===== src/rtl/prog_word_serializer.sv =====
// prog_word_serializer: shifts a programming word out MSB first on SCLK/CS/SDI.
// SDI is the MSB of the shift register, so it is a flop output. The register
// fills with zeros as it shifts, which drives SDI low once the last bit is sent.
module prog_word_serializer #(
  parameter int SCLK_HALF = 2,
  parameter int CS_SETUP  = 2,
  parameter int CS_HOLD   = 2,
  parameter int WORD_BITS = 64
) (
  input  logic                 clk,
  input  logic                 reset,
  input  logic                 start,
  input  logic [WORD_BITS-1:0] data_in,
  output logic                 busy,
  output logic                 done,
  output logic                 SCLK,
  output logic                 CS,
  output logic                 SDI
);

  localparam int P_MAX01 = (SCLK_HALF > CS_SETUP) ? SCLK_HALF : CS_SETUP;
  localparam int P_MAX   = (P_MAX01 > CS_HOLD) ? P_MAX01 : CS_HOLD;
  localparam int PH_W    = $clog2(P_MAX) + 1;
  localparam int BC_W    = $clog2(WORD_BITS) + 1;

  localparam logic [PH_W-1:0] SETUP_LAST = PH_W'(CS_SETUP - 1);
  localparam logic [PH_W-1:0] HALF_LAST  = PH_W'(SCLK_HALF - 1);
  localparam logic [PH_W-1:0] HOLD_LAST  = PH_W'(CS_HOLD - 1);
  localparam logic [BC_W-1:0] BIT_LAST   = BC_W'(WORD_BITS - 1);

  typedef enum logic [2:0] {
    S_IDLE  = 3'd0,
    S_SETUP = 3'd1,
    S_HIGH  = 3'd2,
    S_LOW   = 3'd3,
    S_HOLD  = 3'd4
  } state_t;

  state_t                 state_q,  state_d;
  logic [WORD_BITS-1:0]   shreg_q,  shreg_d;
  logic [BC_W-1:0]        bit_cnt_q, bit_cnt_d;
  logic [PH_W-1:0]        ph_cnt_q, ph_cnt_d;
  logic                   sclk_q,   sclk_d;
  logic                   cs_q,     cs_d;
  logic                   busy_q,   busy_d;
  logic                   done_q,   done_d;

  assign SCLK = sclk_q;
  assign CS   = cs_q;
  assign SDI  = shreg_q[WORD_BITS-1];
  assign busy = busy_q;
  assign done = done_q;

  // Next-state and next-output computation for the serializer FSM.
  always_comb begin
    state_d   = state_q;
    shreg_d   = shreg_q;
    bit_cnt_d = bit_cnt_q;
    ph_cnt_d  = ph_cnt_q;
    sclk_d    = sclk_q;
    cs_d      = cs_q;
    busy_d    = busy_q;
    done_d    = 1'b0;
    case (state_q)
      S_IDLE: begin
        // The done cycle is still the tail of the previous transaction.
        if (start && !done_q) begin
          shreg_d   = data_in;
          bit_cnt_d = {BC_W{1'b0}};
          ph_cnt_d  = {PH_W{1'b0}};
          cs_d      = 1'b0;
          busy_d    = 1'b1;
          state_d   = S_SETUP;
        end else begin
          sclk_d = 1'b0;
          cs_d   = 1'b1;
          busy_d = 1'b0;
        end
      end
      S_SETUP: begin
        if (ph_cnt_q == SETUP_LAST) begin
          sclk_d   = 1'b1;
          ph_cnt_d = {PH_W{1'b0}};
          state_d  = S_HIGH;
        end else begin
          ph_cnt_d = ph_cnt_q + PH_W'(1);
        end
      end
      S_HIGH: begin
        if (ph_cnt_q == HALF_LAST) begin
          // Falling edge: advance SDI; after the last bit a zero shifts up.
          sclk_d   = 1'b0;
          shreg_d  = {shreg_q[WORD_BITS-2:0], 1'b0};
          ph_cnt_d = {PH_W{1'b0}};
          state_d  = S_LOW;
        end else begin
          ph_cnt_d = ph_cnt_q + PH_W'(1);
        end
      end
      S_LOW: begin
        if (ph_cnt_q == HALF_LAST) begin
          ph_cnt_d = {PH_W{1'b0}};
          if (bit_cnt_q != BIT_LAST) begin
            sclk_d    = 1'b1;
            bit_cnt_d = bit_cnt_q + BC_W'(1);
            state_d   = S_HIGH;
          end else begin
            state_d = S_HOLD;
          end
        end else begin
          ph_cnt_d = ph_cnt_q + PH_W'(1);
        end
      end
      S_HOLD: begin
        if (ph_cnt_q == HOLD_LAST) begin
          cs_d     = 1'b1;
          busy_d   = 1'b0;
          done_d   = 1'b1;
          ph_cnt_d = {PH_W{1'b0}};
          state_d  = S_IDLE;
        end else begin
          ph_cnt_d = ph_cnt_q + PH_W'(1);
        end
      end
      default: begin
        state_d   = S_IDLE;
        shreg_d   = {WORD_BITS{1'b0}};
        bit_cnt_d = {BC_W{1'b0}};
        ph_cnt_d  = {PH_W{1'b0}};
        sclk_d    = 1'b0;
        cs_d      = 1'b1;
        busy_d    = 1'b0;
      end
    endcase
  end

  // State and output registers with synchronous reset that aborts any transfer.
  always_ff @(posedge clk) begin
    if (reset) begin
      state_q   <= S_IDLE;
      shreg_q   <= {WORD_BITS{1'b0}};
      bit_cnt_q <= {BC_W{1'b0}};
      ph_cnt_q  <= {PH_W{1'b0}};
      sclk_q    <= 1'b0;
      cs_q      <= 1'b1;
      busy_q    <= 1'b0;
      done_q    <= 1'b0;
    end else begin
      state_q   <= state_d;
      shreg_q   <= shreg_d;
      bit_cnt_q <= bit_cnt_d;
      ph_cnt_q  <= ph_cnt_d;
      sclk_q    <= sclk_d;
      cs_q      <= cs_d;
      busy_q    <= busy_d;
      done_q    <= done_d;
    end
  end

endmodule


===== config.mk =====
export PLATFORM = sky130hd
export DESIGN_NAME = prog_word_serializer
export DESIGN_NICKNAME = d
export VERILOG_FILES = /design/src/rtl/prog_word_serializer.sv
export SDC_FILE = /design/constraint.sdc
export NUM_CORES = 1
export LEC_CHECK = 0
export BUFFER_PORTS_ARGS = -buffer_cell sky130_fd_sc_hd__buf_2
export CORE_AREA = 10 10 126 128
export DETAILED_ROUTE_END_ITERATION = 8
export DIE_AREA = 0 0 136 138
export SLEW_MARGIN = 10
export SYNTH_ARGS = -nofsm -noshare
export SYNTH_HDL_FRONTEND = slang
export SYNTH_SLANG_ARGS = --single-unit

===== constraint.sdc =====
create_clock -name clk -period 2.55 [get_ports clk]
set_input_delay 0.255 -clock clk [delete_from_list [all_inputs] [get_ports clk]]
set_output_delay 0.255 -clock clk [all_outputs]
set_load 0.01 [all_outputs]

==> impl_results.md, run 1 <==
* Crit path from: state_q[2]
* Final worst path period share at 0.875
* Total GRT Usage at 0.108
* Clk buf depth at 2
* XOR/XNOR Fraction of Synth Area at 0
* Post CTS Setup Buffer Count at 0
* Top post-synthesis cells by area: dfxtp_1 (40%), a211oi_2 (19%), a22oi_1 (12%), nor3_1 (8.3%), clkbuf_1 (3.4%)
* Vias post-DR at 3433
* Library cells used by synthesis at 39
* Initial antenna violation count at 0
* Cell area after synthesis at 3970 sq um
* Post-Synth Adder-Cell Area at 0.00315
* Max-cap violations at 0
* Nature of the critical path endpoint: flop
* Final setup violation count at 0
* Largest net degree at the start of global routing at 65
* Detailed Route Iter0 Violations at 207
* WP data required at 2810 ps
* Complex-gate fraction of the synthesized area at 0.377
* Reg2Reg Depth at 4
* Fin. max-slew vios at 0
* First-pass GRT wire length at 17000 microns
* Synth top area share at 0.404
* Post-route ant nets at 0
* Count leader, synth: dfxtp_1
* Total CTS buffers at 9
* Simple-gate share of the synthesized area at 0.146
* Starting Density at 0.294
* Hold Path Stages at 3
* Drc violations at 0
* H-tree levels at 3
* Cts hold-fix bufs at 0
* Area Overhead vs Synth at 19.5%
* VDD IR max at 0.000300 V
* Routability Congestion at 0.732
* RR Startpoint: state_q[2]
* Row Count at 43
* Largest family of logic cells by synthesized area: compound AO/OA/AOI/OAI gates
* Vias in the first global route at 3388
* Critical path peak fanout at 25
* Port-buffer cells at 71
* TritonRoute pass-1 iters at 4
* Async SR Flop Fraction at 0
* Seq cells post-synth at 80
* Die Ht at 138 microns
* IO Count at 72
* Most frequent cells after synthesis: dfxtp_1 (80), nor3_1 (66), a22oi_1 (63)
* Antenna Cells at 0
* Share of layout cells above drive strength 1 at 0.356
* Hold/Removal Path Class: input pin to flop
* Final cell count without fillers at 629
* CP arrival at 2490 ps
* Clock sink count at 80
* Hold wc startpoint: data_in[0]
* Inst Count DP at 614
* Fmax at 448 MHz
* RSZ-0062 raised after global routing: no
* Leakage power at 0.00165 uW
* Status: finished clean
* Sequential share of the synthesized area at 0.404
* Area leader, netlist: dfxtp_1
* Cell Pwr Density at 721 nW/um^2
* Slew @ Worst Pin at 909 ps
* Detailed placer's ending HPWL at 6830 microns
* WL final at 10300 microns
* Mapped Cells at 404
* Root Driver: clkbuf_16
* Clock transition at the registers of the reported paths at 60 ps
* Clk_skew at 6.67 ps
* R2R Setup Slk at 320 ps
* Synthesized area per cell at 9.82 sq um
* Post-synth EDFFs at 0
* Worst setup SP type: flop
* Layout filler cell count at 1328
* Total grt overflow at 0
* Fin nets at 513
* Hold EP: shreg_q[0]
* Post-CTS resize count at 0
* Ys flop type: dfxtp_1
* Later-pin clock latency in the skew report at 330 ps
* Total Neg Setup Slack at 0 ps
* CTS tree: yes
* Endpoints failing hold at 0
* Via density per instance at 5.46
* Reg-to-reg critical path endpoint: shreg_q[0]
* Syn_nets at 472
* Critical path class: flop to flop
* CORE AREA at 13500 sq um
* Post-synthesis mux area share at 0.00505
* Die area at 18800 sq um
* Tmin final at 2230 ps
* Ys Warns at 0
* Per-cell routed wire length at 16.4 microns
* Die Width at 136 microns
* Relative slew slack at 0.394
-- flip-flops by register name, indices dropped and copies added (netlist names) --
signal / cells
CS: 1
ph_cnt_q: 2
busy: 1
done: 1
SCLK: 1
shreg_q: 64
state_q: 3
bit_cnt_q: 7
-- critical path: stages (launching register included) --
cell	delay (ps)
dfxtp_1	750
o21a_2	510
or2_4	430
buf_12	260
mux2i_1	200
-- kinds of logic after synthesis --
group | count (synthesis)
AOI/OAI and AO/OA | 162
adders and majority gates | 1
buffers and inverters | 51
DFF | 80
muxes | 2
and+or+nand+nor | 108
-- per-stage QoR --
step	hold slack, ps	setup WS (ps)	utilization	cell area [sq um]	total power, uW
after floorplan	422	1000	-	3970	1910
after global placement	439	422	0.327	4420	2040
after detailed placement	440	325	0.327	4420	2070
after CTS	201	317	0.351	4740	3470
after global routing	262	112	0.351	4740	3580
final	212	319	0.351	4740	3420
-- layer usage --
metal  vias to the layer above  share of wire  global-route usage
met5                         -              0                   0
met4                         0          0.011              0.0308
met3                        10          0.067              0.0399
met2                        76           0.48               0.175
met1                      1666           0.44               0.131
li1                       1681              -                   -
-- where the power goes --
part           switching, uW  total [uW]  leakage [uW]  internal, uW
registers               66.0        1430      0.000659          1360
clock network            480        1380      0.000159           904
logic                    346         609      0.000835           263
-- worst max path at each step --
| stage | endpoint | slack, ps | cells past startpoint |
|---|---|---|---|
| after floorplan | shreg_q[10] | 1000 | 7 |
| final | shreg_q[0] | 320 | 4 |
| after detailed placement | shreg_q[0] | 320 | 4 |
| after CTS | shreg_q[0] | 320 | 4 |
| after global placement | shreg_q[0] | 420 | 4 |
| after global routing | shreg_q[0] | 110 | 4 |
-- cells in the final DEF, fill, tap and decap left out, types with 3 or more instances in the layout --
| master | instances |
|---|---|
| dfxtp_1 | 80 |
| buf_2 | 70 |
| nor3_1 | 66 |
| a22oi_1 | 63 |
| a211oi_2 | 60 |
| clkbuf_16 | 9 |
| buf_4 | 8 |
| nor2_1 | 6 |
| a21oi_1 | 6 |
| a211oi_1 | 6 |
| and3_1 | 5 |
| nand2_1 | 5 |
| o21ai_0 | 5 |
| a311oi_1 | 5 |
| nand2b_1 | 4 |
| nand4_1 | 4 |
| nor2b_1 | 3 |
| nand3b_1 | 3 |
| a41oi_1 | 3 |
| a31oi_1 | 3 |
| buf_12 | 3 |
-- layout make-up --
cell class | count | area [sq um] | share of cell area
clock buffer | 12 | 256 | 0.0541
clock inverter | 3 | 65.1 | 0.0137
multi-input combinational | 273 | 2120 | 0.447
sequential | 80 | 1600 | 0.338
tap | 180 | 225 | 0.0475
timing repair buffer | 81 | 470 | 0.0993
No activity file was read; power rests on OpenSTA's default activity.
==> inputs of run 2 (changes only) <==
- CORE_AREA: 10 10 126 128 -> 10 10 101 103
- DIE_AREA: 0 0 136 138 -> 0 0 111 113
- PLACE_DENSITY: not set -> 0.77
- clock period: 2.55 -> 2.15 ns (I/O delays scaled with it)
==> run 2 against run 1 <==
Effect of this change:
- non-clock buffer count unchanged
- cell count down 12%
- first-iteration DRC count up 64%
- utilization up 20 points
- via count down 0.67%
- setup slack worse by 170 ps
- sequential cell count unchanged
- global-route usage up 4.0 points
- register-to-register slack worse by 170 ps
- combinational power up 17%
- critical endpoint is now shreg_q[7]
- highest routed layer unchanged
==> impl_results.md, run 2 (synthesis results as in run 1) <==
* Fin nets at 514 (+0.19%)
* Pre-CTS setup slack at 120 ps (-205 ps)
* Starting Density at 0.488 (+0.194)
* Slew @ Worst Pin at 986 ps (+77.1 ps)
* Clock transition at the registers of the reported paths at 90 ps (+30 ps)
* Fin. max-slew vios at 0 (unchanged)
* TritonRoute pass-1 iters at 5 (+1)
* Clk buf depth at 2 (unchanged)
* Initial antenna violation count at 0 (unchanged)
* VDD IR max at 0.000335 V (+12%)
* Share of layout cells above drive strength 1 at 0.361 (+0.00507)
* Drc violations at 0 (unchanged)
* Total CTS buffers at 9 (unchanged)
* Via density per instance at 6.13 (+12%)
* Reg-to-reg critical path endpoint: shreg_q[7]
* Most common cell after layout, fill and taps aside: dfxtp_1
* WP data required at 2350 ps (-460 ps)
* Clk_skew at 9.70 ps (+3.03 ps)
* Post-CTS resize count at 0 (unchanged)
* RR Startpoint: ph_cnt_q[0]
* Sw frac at 0.310 (+0.0490)
* Commonest cells after routing, fill and taps aside: dfxtp_1 (80), buf_2 (70), nor3_1 (66)
* Largest regs: shreg_q (64), bit_cnt_q (7), state_q (3)
* Die area at 12500 sq um (-33%)
* Endpoints failing hold at 0 (unchanged)
* Hold/Removal Path Class: input pin to flop
* Vias in the first global route at 3324 (-1.9%)
* H-tree levels at 3 (unchanged)
* Critical path peak fanout at 32 (+28%)
* Hold Slack at 151 ps (-60.7 ps)
* Internal at 2380 uW (-5.8%)
* Area Overhead vs Synth at 13.7%
* RSZ-0062 raised after global routing: no
* Fmax at 498 MHz (+11%)
* CP arrival at 2200 ps (-290 ps)
* Top reg by flops: shreg_q
* Final worst path period share at 0.933 (+0.0580)
* Fin worst setup slack at 144 ps (-175 ps)
* Port-buffer cells at 71 (unchanged)
* Cell Pwr Density at 765 nW/um^2 (+6.0%)
* Largest net degree at the start of global routing at 66 (+1.5%)
* Root Driver: clkbuf_8
* Later-pin clock latency in the skew report at 350 ps (+20 ps)
* Tmin final at 2010 ps (-225 ps)
* Total GRT Usage at 0.148 (+0.0404)
* Post CTS Setup Buffer Count at 0 (unchanged)
* Total Neg Setup Slack at 0 ps (unchanged)
* Die Width at 111 microns (-18%)
* Row Count at 33 (-23%)
* First-pass GRT wire length at 16200 microns (-4.4%)
* Detailed placer's ending HPWL at 6000 microns (-12%)
* R2R Setup Slk at 140 ps (-170 ps)
* Vias post-DR at 3410 (-0.67%)
* Status: finished clean
* Worst setup SP type: flop
* Max-cap violations at 0 (unchanged)
* CORE AREA at 8130 sq um (-40%)
* Crit path to: shreg_q[7]
* Final setup violation count at 0 (unchanged)
* Routability Congestion at 0.794 (+8.5%)
* Relative slew slack at 0.342 (-0.0514)
* Critical path class: flop to flop
* CTS tree: yes
* Leakage power at 0.00158 uW (-4.2%)
* Reg2Reg Depth at 4 (unchanged)
* P_sw at 1070 uW (+20%)
* Per-cell routed wire length at 17.6 microns (+7.1%)
* Total grt overflow at 0 (unchanged)
* IO Count at 72 (unchanged)
* Clk network pwr share at 0.304 (-0.101)
* WL final at 9760 microns (-5.3%)
* Antenna Cells at 0 (unchanged)
* Crit path from: ph_cnt_q[0]
* Die Ht at 113 microns (-18%)
* Cts hold-fix bufs at 0 (unchanged)
* Nature of the critical path endpoint: flop
* Logic pwr share at 0.207 (+0.029)
* Register share of total power at 0.489 (+0.072)
* Detailed Route Iter0 Violations at 339 (+64%)
* Max FFs per register at 64 (unchanged)
* Post-route ant nets at 0 (unchanged)
* Clock sink count at 80 (unchanged)
## run 2: cell count changes in the layout (fill, tap and decap cells not counted), sizes merged
cell,before,now
clkinvlp,0,3
bufinv,2,0
clkbuf,12,10
inv,0,2
or2,2,3
## run 2: worst min path at each step
stage | startpoint | cells after the start | to
after floorplan | data_in[0] | 2 | shreg_q[0]
after global placement | bit_cnt_q[6] | 2 | bit_cnt_q[6]
after detailed placement | SCLK | 1 | SCLK
after CTS | data_in[0] | 3 | shreg_q[0]
after global routing | data_in[0] | 3 | shreg_q[0]
final | data_in[0] | 3 | shreg_q[0]
## run 2: per-layer routing
layer | wire (microns) | track usage | vias to the layer above
met5 | 0 | 0 | -
met3 | 557 | 0.0444 | 10
li1 | - | - | 1677
met4 | 97 | 0.0417 | 0
met1 | 4450 | 0.193 | 1622
met2 | 4650 | 0.233 | 101
## run 2: power by group through the flow
stage	registers, uW	clock network, uW	logic (uW)
after global placement	1710	0	689
after CTS	1690	1080	711
after detailed placement	1720	0	709
after global routing	1700	1150	791
final	1690	1050	714
after floorplan	1700	0	569
## run 2: critical path: stages (launching register included)
cell and delay [ps]:
dfxtp_1 430, nor3b_1 260, o21a_2 220, or2_2 790, a211oi_2 150
## run 2: per-stage QoR
step           total power, uW   util  std cells  area, sq um
5_1_grt                   3640  0.555        556         4510
6_report                  3450  0.555        556         4510
4_1_cts                   3480  0.553        555         4500
2_1_floorplan             2270      -        404         3970
3_5_place_dp              2430  0.530        539         4310
3_3_place_gp              2400  0.530        539         4310
## run 2: layout make-up
type | count | area (sq um)
well taps | 105 | 131
clock buffers | 10 | 138
multi-input cells | 274 | 2130
fillers | 726 | 3620
clock inverters | 6 | 51.3
repair buffers | 81 | 462
flip-flops and latches | 80 | 1600
==> inputs of run 3 (changes only) <==
- CORE_AREA: 10 10 101 103 -> 10 10 97 99
- DIE_AREA: 0 0 111 113 -> 0 0 107 109
- PLACE_DENSITY: 0.77 -> 0.82
==> run 3 against run 2 <==
Effect of this change:
- sequential power about the same
- first-iteration DRC count decreased by 16%
- die area decreased by 7.0%
- register-to-register slack improved by 60 ps
- cell area increased by 0.75%
- global-route usage increased by 1.6 points
- critical endpoint is now shreg_q[54]
- sequential cell count unchanged
- fmax increased by 2.8%
- combinational power increased by 1%
- clock skew increased by 2.2 ps
- clock power increased by 18%
==> impl_results.md, run 3 (synthesis results as in run 1) <==
* Leakage power at 0.00161 uW (+1.5%)
* Register share of total power at 0.462 (-0.027)
* Relative slew slack at 0.499 (+0.156)
* Detailed Route Iter0 Violations at 285 (-16%)
* WL final at 10000 microns (+2.5%)
* Routability Congestion at 0.780 (-1.8%)
* Root Driver: clkbuf_8
* Total Neg Setup Slack at 0 ps (unchanged)
* CORE AREA at 7530 sq um (-7.5%)
* Reg2Reg Depth at 5 (+1)
* Nature of the critical path endpoint: flop
* Commonest cells after routing, fill and taps aside: dfxtp_1 (80), buf_2 (70), nor3_1 (66)
* Hold EP: shreg_q[0]
* Row Count at 32 (-3.0%)
* VDD IR max at 0.000382 V (+14%)
* Later-pin clock latency in the skew report at 360 ps (about the same)
* Inst Count DP at 538 (-0.19%)
* Cell Pwr Density at 803 nW/um^2 (+4.9%)
* Hold wc startpoint: data_in[0]
* Status: finished clean
* Die area at 11700 sq um (-7.0%)
* CP arrival at 2230 ps (+30 ps)
* Die Ht at 109 microns (-3.5%)
* Total GRT Usage at 0.164 (+0.0158)
* Antenna Cells at 0 (unchanged)
* Final setup violation count at 0 (unchanged)
* Cts hold-fix bufs at 0 (unchanged)
* Endpoints failing hold at 0 (unchanged)
* Share of layout cells above drive strength 1 at 0.362 (+0.000612)
* Port-buffer cells at 71 (unchanged)
* Internal at 2600 uW (+9.3%)
* Met3 wire length at 658 microns (+18%)
* WP data required at 2430 ps (+80 ps)
* CTS tree: yes
* Post CTS Setup Buffer Count at 0 (unchanged)
* Hold/Removal Path Class: input pin to flop
* Tmin final at 1950 ps (-55.2 ps)
* Top reg by flops: shreg_q
* Total grt overflow at 0 (unchanged)
* TritonRoute pass-1 iters at 5 (unchanged)
* Met1 Wirelength at 4280 microns (-3.7%)
* Vias in the first global route at 3425 (+3.0%)
* Max FFs per register at 64 (unchanged)
* Fin. max-slew vios at 0 (unchanged)
* Largest net degree at the start of global routing at 66 (unchanged)
* Post-route ant nets at 0 (unchanged)
* Final cell count without fillers at 555 (-0.18%)
* Clk_skew at 11.9 ps (+2.24 ps)
* Via density per instance at 6.27 (+2.2%)
* Vias post-DR at 3478 (+2.0%)
* Total CTS buffers at 9 (unchanged)
* Clk buf depth at 2 (unchanged)
* Reg-to-reg critical path endpoint: shreg_q[54]
* Die Width at 107 microns (-3.6%)
* Logic pwr share at 0.198 (-0.009)
* RSZ-0062 raised after global routing: no
* H-tree levels at 3 (unchanged)
* Detailed placer's ending HPWL at 6080 microns (+1.4%)
* Per-cell routed wire length at 18.0 microns (+2.7%)
* Starting Density at 0.527 (+0.0393)
* Fmax at 513 MHz (+2.8%)
* Layout filler cell count at 681 (-6.2%)
* Area Overhead vs Synth at 14.6%
* Critical path peak fanout at 64 (+100%)
* Largest regs: shreg_q (64), bit_cnt_q (7), state_q (3)
* IO Count at 72 (unchanged)
* Clock transition at the registers of the reported paths at 80 ps (about the same)
* Final worst path period share at 0.907 (-0.0257)
* Fin nets at 516 (+0.39%)
* Met2 routed WL at 4890 microns (+5.0%)
* R2R Setup Slk at 200 ps (+60 ps)
* Most common cell after layout, fill and taps aside: dfxtp_1
* Drc violations at 0 (unchanged)
* Max-cap violations at 0 (unchanged)
* Sw frac at 0.287 (-0.0232)
* Max layer used: met4
* P_sw at 1050 uW (-2.2%)
* Hold Path Stages at 3 (unchanged)
* Slew @ Worst Pin at 752 ps (-235 ps)
* Clk network pwr share at 0.340 (+0.036)
* RR Startpoint: ph_cnt_q[0]
* Critical path class: flop to flop
* Clock sink count at 80 (unchanged)
* Initial antenna violation count at 0 (unchanged)
* Worst setup SP type: flop
* First-pass GRT wire length at 16100 microns (-1.1%)
run 3: area by class of cell:
cell class / instances / area [sq um] / share of cell area
Sequential cell: 80 / 1600 / 0.352
Timing Repair Buffer: 83 / 464 / 0.102
Clock inverter: 5 / 80.1 / 0.0176
Clock buffer: 11 / 141 / 0.0311
Tap cell: 102 / 128 / 0.0281
Multi-Input combinational cell: 274 / 2130 / 0.469
run 3: worst max-delay path by stage:
stage | to | startpoint | cells past startpoint | slack (ps)
4_1_cts | shreg_q[2] | ph_cnt_q[0] | 4 | 90
2_1_floorplan | shreg_q[10] | state_q[2] | 7 | 600
3_5_place_dp | bit_cnt_q[3] | state_q[1] | 5 | 100
5_1_grt | shreg_q[3] | ph_cnt_q[0] | 5 | 50
3_3_place_gp | bit_cnt_q[2] | state_q[1] | 5 | 170
6_report | shreg_q[54] | ph_cnt_q[0] | 5 | 200
run 3: power by group through the flow:
stage	Sequential, uW	Clock [uW]	Combinational (uW)
floorplan	1700	0	569
CTS	1680	1260	717
detailed placement	1720	0	713
global placement	1710	0	688
global route	1700	1320	794
finish	1690	1240	721
run 3: per-stage QoR:
stage	total power, uW	setup slack (ps)	util	hold WS (ps)	area, sq um
floorplan	2270	602	-	384	3970
global placement	2400	167	0.573	436	4310
detailed placement	2430	96.0	0.573	442	4310
CTS	3660	88.2	0.602	130	4530
global route	3810	45.5	0.604	161	4540
finish	3650	199	0.604	138	4540
run 3: timing repair:
item | 4_1_cts | 5_1_grt
hold endpoints to repair | 0 | 0
endpoints found under the setup margin | 0 | 60
resized for setup | 0 | 2
run 3: per-layer routing:
layer	track usage	vias to the layer above
met5	0	-
met4	0.0667	0
met3	0.0501	19
met2	0.264	99
met1	0.202	1677
li1	-	1683
run 3: critical path, cell delays in order, from the launching register on:
cell	delay (ps)
dfxtp_1	430
nor3b_1	250
o21a_2	200
buf_4	560
nor3_1	150
a211oi_2	240
